## src/rtl/insn_encoder_loader.sv

```systemverilog
// insn_encoder_loader
//    Encodes symbolic LEGv8 instruction requests (kind + register/immediate
//    fields) into 32-bit words and writes them one after another into the
//    instruction-memory write port, starting at word 0.
//
// Ports
//    clk         system clock, rising edge
//    reset       asynchronous active-low reset
//    start       pulse: clear address/count/err, enter RUN
//    req_valid   request present
//    req_ready   request can be accepted this cycle
//    req_kind    0=LDUR 1=STUR 2=CBZ 3=ADD 4=SUB 5=AND 6=ORR 7=illegal
//    req_rd      Rd (R-type) / Rt (D-type, CB-type)
//    req_rn      Rn
//    req_rm      Rm (R-type only)
//    req_imm     D-type uses [8:0], CB-type uses [18:0]
//    imem_we     write strobe, one cycle per encoded word
//    imem_waddr  word address of the write
//    imem_wdata  encoded instruction
//    word_count  words written since last start (saturates at DEPTH)
//    full        DEPTH words written
//    err         sticky; an illegal kind was accepted since last start
//
// state  | meaning
// S_IDLE | after reset, waiting for start
// S_RUN  | accepting requests, one write per legal request
// S_FULL | all DEPTH slots written, no further requests until start

module insn_encoder_loader #(
   parameter int DEPTH = 64,
   parameter int AW    = $clog2(DEPTH)
) (
   input  logic          clk,
   input  logic          reset,
   input  logic          start,
   input  logic          req_valid,
   output logic          req_ready,
   input  logic [2:0]    req_kind,
   input  logic [4:0]    req_rd,
   input  logic [4:0]    req_rn,
   input  logic [4:0]    req_rm,
   input  logic [18:0]   req_imm,
   output logic          imem_we,
   output logic [AW-1:0] imem_waddr,
   output logic [31:0]   imem_wdata,
   output logic [AW:0]   word_count,
   output logic          full,
   output logic          err
);

   typedef enum logic [1:0] {S_IDLE, S_RUN, S_FULL} state_t;

   localparam logic [AW:0] LAST_SLOT = (AW+1)'(DEPTH - 1);

   state_t      state, state_nxt;
   logic        accept;
   logic        legal;
   logic [31:0] enc_word;

   assign legal  = (req_kind != 3'd7);
   assign accept = req_valid & req_ready;
   assign full   = (state == S_FULL);

   always_comb begin
      enc_word = 32'h0;
      case (req_kind)
         3'd0:    enc_word = {11'b11111000010, req_imm[8:0], 2'b00, req_rn, req_rd};
         3'd1:    enc_word = {11'b11111000000, req_imm[8:0], 2'b00, req_rn, req_rd};
         3'd2:    enc_word = {8'b10110100, req_imm, req_rd};
         3'd3:    enc_word = {11'b10001011000, req_rm, 6'b000000, req_rn, req_rd};
         3'd4:    enc_word = {11'b11001011000, req_rm, 6'b000000, req_rn, req_rd};
         3'd5:    enc_word = {11'b10001010000, req_rm, 6'b000000, req_rn, req_rd};
         3'd6:    enc_word = {11'b10101010000, req_rm, 6'b000000, req_rn, req_rd};
         default: enc_word = 32'h0;
      endcase
   end

   always_comb begin
      state_nxt = state;
      req_ready = (state == S_RUN) & ~start;
      if (start) begin
         state_nxt = S_RUN;
      end else begin
         case (state)
            S_RUN: begin
               // Only a real write consumes a slot; an illegal request at the
               // last slot leaves the slot free.
               if (accept && legal && (word_count == LAST_SLOT))
                  state_nxt = S_FULL;
            end
            default: state_nxt = state;
         endcase
      end
   end

   always_ff @(posedge clk or negedge reset) begin
      if (!reset) begin
         state      <= S_IDLE;
         imem_we    <= 1'b0;
         imem_waddr <= '0;
         imem_wdata <= 32'h0;
         word_count <= '0;
         err        <= 1'b0;
      end else begin
         state   <= state_nxt;
         imem_we <= 1'b0;
         if (start) begin
            word_count <= '0;
            err        <= 1'b0;
         end else if (accept) begin
            if (legal) begin
               imem_we    <= 1'b1;
               // Address never wraps: FULL blocks acceptance once count hits DEPTH.
               imem_waddr <= word_count[AW-1:0];
               imem_wdata <= enc_word;
               word_count <= word_count + 1'b1;
            end else begin
               err <= 1'b1;
            end
         end
      end
   end

endmodule
```

## config.mk

```make
export PLATFORM = sky130hd
export DESIGN_NAME = insn_encoder_loader
export DESIGN_NICKNAME = d
export VERILOG_FILES = /design/src/rtl/insn_encoder_loader.sv
export SDC_FILE = /design/constraint.sdc
export NUM_CORES = 1
export LEC_CHECK = 0
export BUFFER_PORTS_ARGS = -buffer_cell sky130_fd_sc_hd__buf_2
export CAP_MARGIN = 5
export CELL_PAD_IN_SITES_DETAIL_PLACEMENT = 0
export CELL_PAD_IN_SITES_GLOBAL_PLACEMENT = 2
export CORE_MARGIN = 10
export CORE_UTILIZATION = 31
export DETAILED_ROUTE_END_ITERATION = 6
export PLACE_DENSITY_LB_ADDON = 0.1
export SLEW_MARGIN = 25
export SYNTH_ARGS = -nofsm -noshare
export SYNTH_HDL_FRONTEND = slang
export SYNTH_SLANG_ARGS = --single-unit
```

## constraint.sdc

```tcl
create_clock -name clk -period 3.9 [get_ports clk]
set_input_delay 0.39 -clock clk [delete_from_list [all_inputs] [get_ports clk]]
set_output_delay 0.39 -clock clk [all_outputs]
set_load 0.005 [all_outputs]
```

==> results of run 1 <==
[state kept, by name, summed over array words and instances, names as in the netlist]
signal      cells
imem_wdata     32
word_count      7
imem_waddr      6
state           2
err             1
imem_we         1
[cell families after synthesis]
| logic type | count (synthesis) | synth area share |
|---|---|---|
| compound gates | 75 | 0.225 |
| fa+ha+maj | 1 | 0.00516 |
| mux | 14 | 0.0640 |
| flops | 49 | 0.505 |
| simple gates | 62 | 0.144 |
| buf+inv | 33 | 0.0567 |
[stage by stage]
step / setup WS (ps) / power, mW / hold slack, ps / cells
2_1_floorplan: 2330 / 0.707 / 94.4 / 234
4_1_cts: 1720 / 1.13 / 211 / 415
3_3_place_gp: 1590 / 0.825 / 445 / 407
3_5_place_dp: 1540 / 0.825 / 460 / 407
6_report: 1700 / 1.11 / 177 / 415
5_1_grt: 1530 / 1.18 / 221 / 415
[worst max-delay path: cells and delay by family (launching register included)]
kind | cells | cell delay [ps]
DFF | 1 | 410
muxes | 1 | 460
and+or+nand+nor | 2 | 1200
[placed cells by master (no fill, tap or decap), types with 2 or more instances in the layout]
| master | Yosys | routed |
|---|---|---|
| o221ai_1 | 5 | 5 |
| or4_1 | 2 | 2 |
| buf_2 | 8 | 89 |
| a22oi_1 | 6 | 6 |
| mux2_1 | 11 | 11 |
| o31ai_1 | 2 | 2 |
| a2111oi_1 | 4 | 4 |
| o21ai_1 | 6 | 6 |
| nand3_1 | 5 | 5 |
| nor2_1 | 9 | 9 |
| nand2_1 | 14 | 14 |
| nand3b_1 | 5 | 5 |
| a32oi_1 | 4 | 4 |
| clkbuf_8 | 0 | 5 |
| o21ai_0 | 7 | 7 |
| nand2b_1 | 5 | 5 |
| nor3_1 | 7 | 7 |
| o2bb2ai_1 | 4 | 4 |
| mux2i_1 | 2 | 2 |
| a2bb2oi_1 | 2 | 2 |
| a221o_1 | 2 | 2 |
| a21oi_1 | 10 | 10 |
| clkinv_2 | 0 | 2 |
| buf_4 | 1 | 2 |
| a22o_1 | 7 | 7 |
| nor2b_1 | 3 | 3 |
| inv_1 | 12 | 12 |
| a31oi_1 | 5 | 5 |
| a21o_1 | 6 | 6 |
| dfrtp_1 | 49 | 49 |
[layout make-up]
type,instances,share of cell area
clock buffers,5,0.0229
clock inverters,3,0.00582
inverters,13,0.0162
multi-input cells,152,0.353
flip-flops and latches,49,0.407
well taps,102,0.0424
repair buffers,91,0.153
[power by group]
group | switching [mW] | internal, mW | leakage (nW)
Combinational | 0.114 | 0.102 | 0.776
Sequential | 0.0333 | 0.560 | 0.619
Clock | 0.177 | 0.124 | 0.0439
[metal layers]
metal,GRT usage,wire (um),vias to the layer above
met5,0,0,-
met4,0.0292,61,0
met3,0.0410,555,5
met2,0.200,3380,65
met1,0.173,3670,1012
li1,-,-,1027
[final timing paths]
check	endpoint	slack (ps)	cells after the start
worst max-delay path	imem_wdata[3]	1700	3
worst min-delay path	imem_wdata[1]	180	2
worst max register to register	imem_wdata[3]	1700	3
worst min register to register	imem_wdata[31]	480	1
max in group asynchronous	imem_we	3260	2
min in group clk	imem_wdata[4]	300	2
==> results.toml, run 1 <==
[status]
status = "finished, final reports clean"

[logic_synthesis]
syn_inst = 234
synth-seq-cells = 49
synth_edf_count = 0
synth_ff_type = "dfrtp_1"
synth.most_common_cell = "dfrtp_1"
yosys.area.top_type = "dfrtp_1"
ys_top_cells_by_area = "dfrtp_1 51%, mux2_1 5.1%, a22o_1 2.5%"
ys_warn_count = 0
async_flop_share = 1.00
yosys-top-cells-count = "49 x dfrtp_1, 14 x nand2_1, 12 x inv_1"
syn_area_um2 = 2430
yosysTopAreaCellShare = 0.505
synth_fp_nets = 276
ys_seq_area_frac = 0.505
ys_types = 50
syn_avg_cell_area_um2 = 10.4

[pwr]
p_per_area_nw_per_um2 = 368
p_leak_nw = 1.44
irDropWorstVdd_mv = 0.143

[finish]
seqCellArea_um2 = 1230
final_nets = 354
syn_to_final_growth_pct = 24.1
fin_util = 0.392
n_antenna_cell = 0
drive_gt1_frac = 0.332
stdcell_area_um2 = 3010
n_fill_cell = 821
multi_input_area_um2 = 1060

[global_routing]
grt_overflow = 0
grt_max_degree = 50
grt_pass1_vias = 2264
grt_pass1_wl_mm = 12.2
antenna_found_initial = 0
grt_usage = 0.130

[timing]
rsz0062_at_grt = "no"
drv_slew = 0
period_needed_ps = 2200
hold_violations = 0
fmax_ghz = 0.454
skew_ps = 6.45
setup_viol = 0
fin_tns_setup_ps = 0
max_slew_margin = 0.561
worstMarginPinSlew_ps = 658
min_period_over_period = 0.565

[clock_tree]
cts_hold_buffers = 0
cts_made_buffers = 5
post-cts-setup-buffers = 0
ctsHtreeMaxLevel = 2
clock_path_buffers = 2
clock_latency_ps = 300
clkSinkCount = 49
cts_tree = "done"
cts-resized-gates = 0
cts-root-buf = "clkbuf_8"
path_clk_slew_ps = 100

[detailed_routing]
vias_per_cell = 5.08
drc = 0
wl_mm = 7.67
drtPass1Iterations = 5
drt_iter0_drc = 123
vias = 2109
postRouteAntennaNets = 0
wire_per_inst_um = 18.5

[critical_path]
crit_arrival_ps = 2390
startpoint = "state[1]"
worst_path_max_delay_cell = "and4bb_1"
crit_path_start_kind = "register"
crit_path_max_incr_delay_ps = 670
cp_max_fo = 25
cp-end-kind = "register"
worst_ep_required_time_ps = 4090
cp_cell_sequence = "and4bb_1, nand2_2, mux2_1"
r2r-start = "state[1]"
worst-setup-path-type = "register to register"

[floorplan]
io_pins = 90
die-height_um = 108
die_w_um = 108
core_area_um2 = 7690
start_util = 0.316
rows = 32
dieArea_um2 = 11800

[place]
gp_congestion = 0.733
place_area_um2 = 2930
port_buffers = 89
hpwl_mm = 5.47

[run]
cap_viol_max_count = 0

[hold_path]
hold_path.class = "input pin to async pin"
Note: power is estimated with default switching activity, not from simulation.
==> run 2: changes to the inputs <==
--- a/config.mk
+++ b/config.mk
@@ -10,7 +10,7 @@
 export CELL_PAD_IN_SITES_DETAIL_PLACEMENT = 0
 export CELL_PAD_IN_SITES_GLOBAL_PLACEMENT = 2
 export CORE_MARGIN = 10
-export CORE_UTILIZATION = 31
+export CORE_UTILIZATION = 26
 export DETAILED_ROUTE_END_ITERATION = 6
 export PLACE_DENSITY_LB_ADDON = 0.1
 export SLEW_MARGIN = 25
==> constraint.sdc (replaced) <==
create_clock -name clk -period 1.92 [get_ports clk]
set_input_delay 0.192 -clock clk [delete_from_list [all_inputs] [get_ports clk]]
set_output_delay 0.192 -clock clk [all_outputs]
set_load 0.005 [all_outputs]
==> run 2 against run 1 <==
  * Combinational power up 110%
  * Clock-buffer cell count is the same
  * Sequential share of layout area fell by 1.4 points
  * Fmax is 35% higher
  * Worst hold slack got worse by 85 ps
  * Largest cell class unchanged
  * Highest routed layer unchanged
==> results.toml, run 2 (same netlist as run 1, synthesis figures left out) <==
[hold_path]
hold_path.class = "input pin to register"

[floorplan]
start_util = 0.265
die_w_um = 117
core_area_um2 = 9150
die-height_um = 117
rows = 35
dieArea_um2 = 13600
io_pins = 90

[timing]
hold_violations = 0
period_needed_ps = 1630
rsz0062_at_grt = "no"
worstMarginPinSlew_ps = 514
setup_viol = 0
holdWs_ps = 91.7
max_slew_margin = 0.657
min_period_over_period = 0.850
skew_ps = 12.6
fmax_ghz = 0.612
fin_tns_setup_ps = 0
drv_slew = 0

[global_routing]
grt_pass1_vias = 2328
grt_pass1_wl_mm = 12.7
grt_max_degree = 33
grt_overflow = 0
grt_usage = 0.118
antenna_found_initial = 1

[critical_path]
cp_max_fo = 29
r2r_slack_ps = 290
crit_path_start_kind = "register"
worst-setup-path-type = "register to register"
worst_path_max_delay_cell = "dfrtp_1"
worst_ep_required_time_ps = 2120
crit_arrival_ps = 1830
cp_cell_sequence = "nand4bb_1, buf_12, nor4_1, mux2_1"
cp-end-kind = "register"
crit_path_max_incr_delay_ps = 410

[detailed_routing]
vias_per_cell = 5.06
vias = 2189
drtPass1Iterations = 4
wl_mm = 8.10
postRouteAntennaNets = 0
wire_per_inst_um = 18.7
drt_iter0_drc = 57
drc = 0

[pwr]
combPwrFrac = 0.201
p_total_mw = 2.30
pwr-share-clk = 0.277
p_seq_frac = 0.522
p_per_area_nw_per_um2 = 739
irDropWorstVdd_mv = 0.248
switching_power_mw = 0.684
switching_share = 0.297
intPower_mw = 1.62
p_leak_nw = 1.49

[clock_tree]
cts-resized-gates = 0
clkSinkCount = 49
path_clk_slew_ps = 110
cts_made_buffers = 5
cts_tree = "done"
clock_path_buffers = 2
post-cts-setup-buffers = 0
cts-root-buf = "clkbuf_8"
ctsHtreeMaxLevel = 2
clock_latency_ps = 310

[finish]
n_fill_cell = 954
final_nets = 362
final_common_cell = "buf_2"
reg_top3 = "imem_wdata (32), word_count (7), imem_waddr (6)"
drive_gt1_frac = 0.346
largest_register_ffs = 32
syn_to_final_growth_pct = 28.5
layout_common_cells = "89 x buf_2, 49 x dfrtp_1, 14 x nand2_1"
top_register = "imem_wdata"

[status]
status = "finished, final reports clean"

[place]
gp_congestion = 0.714
port_buffers = 89
hpwl_mm = 5.89

[run]
cap_viol_max_count = 0
[run 2: cell types whose count changed in the layout (fill, tap and decap cells not counted)]
cell / delta
inv_6: +1
dlygate4sd3_1: +1
buf_4: +5
buf_12: +2
diode_2: +1
clkinv_2: -1
[run 2: metal layers]
layer | GRT usage | share of wire
met5 | 0 | 0
met4 | 0.0247 | 0.0047
met3 | 0.0375 | 0.073
met2 | 0.185 | 0.45
met1 | 0.156 | 0.47
[run 2: timing repair]
| item | 4_1_cts | 5_1_grt |
|---|---|---|
| hold buffers | 1 | 0 |
| setup endpoints to repair | 0 | 0 |
| endpoints found under the hold margin | 19 | 0 |
[run 2: final cells by class]
class	count	area, um2	area share
Inverter	13	48.8	0.0157
Clock inverter	3	21.3	0.00682
Sequential cell	49	1230	0.393
Multi-Input combinational cell	152	1060	0.341
Antenna cell	1	2.50	0.000803
Timing Repair Buffer	99	548	0.176
Clock buffer	5	68.8	0.0221
Tap cell	111	139	0.0446
[run 2: critical path, delay by kind of cell (launching register included)]
| kind | cells | cell delay, ps |
|---|---|---|
| AND/OR/NAND/NOR | 2 | 560 |
| flip-flops | 1 | 410 |
| multiplexers | 1 | 360 |
| buffers and inverters | 1 | 200 |
[run 2: stage by stage]
stage	instances	utilization	area (um2)	setup WS, ps
after floorplan	234	-	2430	449
after global placement	423	0.329	3010	346
after detailed placement	423	0.329	3010	279
after CTS	432	0.340	3110	276
after global routing	432	0.340	3110	182
final	433	0.341	3120	287
[run 2: power groups by stage]
stage	sequential [mW]	combinational [mW]	clock [mW]
finish	1.20	0.463	0.638
global route	1.22	0.525	0.707
CTS	1.20	0.478	0.665
detailed placement	1.23	0.473	0
global placement	1.22	0.476	0
floorplan	1.22	0.211	0
[run 2: final timing paths]
path / start / end / cells past startpoint
max: state[1] / word_count[6] / 4
min: req_rd[4] / imem_wdata[4] / 2
max reg2reg: state[1] / word_count[6] / 4
min reg2reg: imem_wdata[31] / imem_wdata[31] / 1
max in group asynchronous: reset / imem_wdata[27] / 3
min in group asynchronous: reset / imem_wdata[3] / 2
==> run 3: changes to the inputs <==
--- a/config.mk
+++ b/config.mk
@@ -5,14 +5,14 @@
 export SDC_FILE = /design/constraint.sdc
 export NUM_CORES = 1
 export LEC_CHECK = 0
-export BUFFER_PORTS_ARGS = -buffer_cell sky130_fd_sc_hd__buf_2
 export CAP_MARGIN = 5
 export CELL_PAD_IN_SITES_DETAIL_PLACEMENT = 0
 export CELL_PAD_IN_SITES_GLOBAL_PLACEMENT = 2
 export CORE_MARGIN = 10
-export CORE_UTILIZATION = 26
+export CORE_UTILIZATION = 34
 export DETAILED_ROUTE_END_ITERATION = 6
-export PLACE_DENSITY_LB_ADDON = 0.1
+export DONT_BUFFER_PORTS = 1
+export PLACE_DENSITY = 0.79
 export SLEW_MARGIN = 25
 export SYNTH_ARGS = -nofsm -noshare
 export SYNTH_HDL_FRONTEND = slang
==> run 3 against run 2 <==
  * Via count is 15% lower
  * Wire length is 14% lower
  * Clock skew is 1.1 ps lower
  * Combinational power is 44% lower
  * Non-clock buffer count is 88 lower
  * Global-route usage is 0.64 points higher
  * Critical path type unchanged
  * Highest routed layer unchanged
==> results.toml, run 3 (same netlist as run 1, synthesis figures left out) <==
[clock_tree]
cts-resized-gates = 0
clock_latency_ps = 310
post-cts-setup-buffers = 0
cts-root-buf = "clkbuf_8"
cts_tree = "done"
ctsHtreeMaxLevel = 2
clock_path_buffers = 2
clkSinkCount = 49
path_clk_slew_ps = 100
cts_made_buffers = 5

[floorplan]
start_util = 0.353
die-height_um = 104
io_pins = 90
dieArea_um2 = 10900
rows = 30
die_w_um = 104
core_area_um2 = 6870

[critical_path]
worst-setup-path-type = "register to register"
cp_max_fo = 20
crit_path_start_kind = "register"
cp_cell_sequence = "nand4bb_1, buf_4, or4_1, a21oi_1"
r2r-start = "state[1]"
startpoint = "state[1]"
cpLargestDelayFamily = "simple AND/OR/NAND/NOR gates"
crit_path_max_incr_delay_ps = 510
crit_buf_inv = 1
cp-end-kind = "register"
worst_ep_required_time_ps = 2150
worst_path_max_delay_cell = "or4_1"
crit_arrival_ps = 1880

[timing]
setup_viol = 0
worstMarginPinSlew_ps = 528
timing.final.ws_setup_ps = 265
skew_ps = 11.5
hold_violations = 0
rsz0062_at_grt = "no"
fin_tns_setup_ps = 0
period_needed_ps = 1650
fmax_ghz = 0.604
max_slew_margin = 0.647
holdWs_ps = 8.52
drv_slew = 0
min_period_over_period = 0.862

[finish]
n_antenna_cell = 0
final_nets = 274
layout_common_cells = "49 x dfrtp_1, 14 x nand2_1, 12 x inv_1"
reg_top3 = "imem_wdata (32), word_count (7), imem_waddr (6)"
final_common_cell = "dfrtp_1"
syn_to_final_growth_pct = 11.7
top_register = "imem_wdata"
n_fill_cell = 686
largest_register_ffs = 32
layoutNonFillerInstCount = 329
drive_gt1_frac = 0.0815

[pwr]
p_total_mw = 2.39
p_per_area_nw_per_um2 = 883
p_leak_nw = 1.13
irDropWorstVdd_mv = 0.447

[hold_path]
worstHoldStart = "req_rd[2]"
hold_path.class = "input pin to register"

[global_routing]
grt_max_degree = 50
grt_overflow = 0
grt_pass1_wl_mm = 11.2
grt_usage = 0.124
antenna_found_initial = 0
grt_pass1_vias = 1901

[detailed_routing]
vias_per_cell = 5.65
drtPass1Iterations = 4
wl_mm = 6.93
wire_per_inst_um = 21.1
postRouteAntennaNets = 0
vias = 1859
drt_iter0_drc = 65
drc = 0

[place]
dp_slack_ps = 286
port_buffers = 0
placed_cells = 315
hpwl_mm = 4.85
gp_congestion = 0.772

[status]
status = "finished, final reports clean"

[run]
cap_viol_max_count = 0
run 3: power by group:
part | internal (mW) | total [mW] | switching, mW
clock | 0.525 | 0.898 | 0.373
combinational | 0.127 | 0.257 | 0.130
sequential | 1.14 | 1.24 | 0.101
run 3: final cells by class:
| type | instances | area, um2 | area share |
|---|---|---|---|
| Tap cell | 96 | 120 | 0.0443 |
| Clock buffer | 5 | 68.8 | 0.0254 |
| Inverter | 13 | 48.8 | 0.0180 |
| Multi-Input combinational cell | 152 | 1060 | 0.392 |
| Timing Repair Buffer | 11 | 115 | 0.0425 |
| Clock inverter | 3 | 68.8 | 0.0254 |
| Sequential cell | 49 | 1230 | 0.452 |
run 3: path summary, 6_finish.rpt:
check | depth (start not counted) | to | slack (ps)
max | 4 | word_count[4] | 270
min | 1 | imem_wdata[2] | 9
max reg2reg | 4 | word_count[4] | 270
min reg2reg | 1 | imem_wdata[31] | 510
max in group asynchronous | 2 | imem_wdata[28] | 1310
min in group asynchronous | 2 | word_count[0] | 380
run 3: per-layer routing:
layer  up-vias  part of all wire  global-route usage
met5         -                 0                   0
met4         0            0.0088              0.0298
met3         6              0.10              0.0644
met2        56              0.47               0.197
met1       928              0.42               0.145
li1        869                 -                   -
run 3: per-stage QoR:
stage,util,area (um2)
6_report,0.395,2710
5_1_grt,0.395,2710
4_1_cts,0.392,2690
3_5_place_dp,0.363,2490
3_3_place_gp,0.363,2490
2_1_floorplan,-,2430
run 3: worst reg2reg max path, delay by kind of cell, from the launching register on:
| family | cells | cell delay [ps] |
|---|---|---|
| flops | 1 | 420 |
| compound gates | 1 | 150 |
| simple gates | 2 | 770 |
| buf+inv | 1 | 250 |
run 3: repair_timing:
item,CTS,global route
endpoints found under the setup margin,0,0
hold endpoints to repair,56,2
hold buffers,4,2
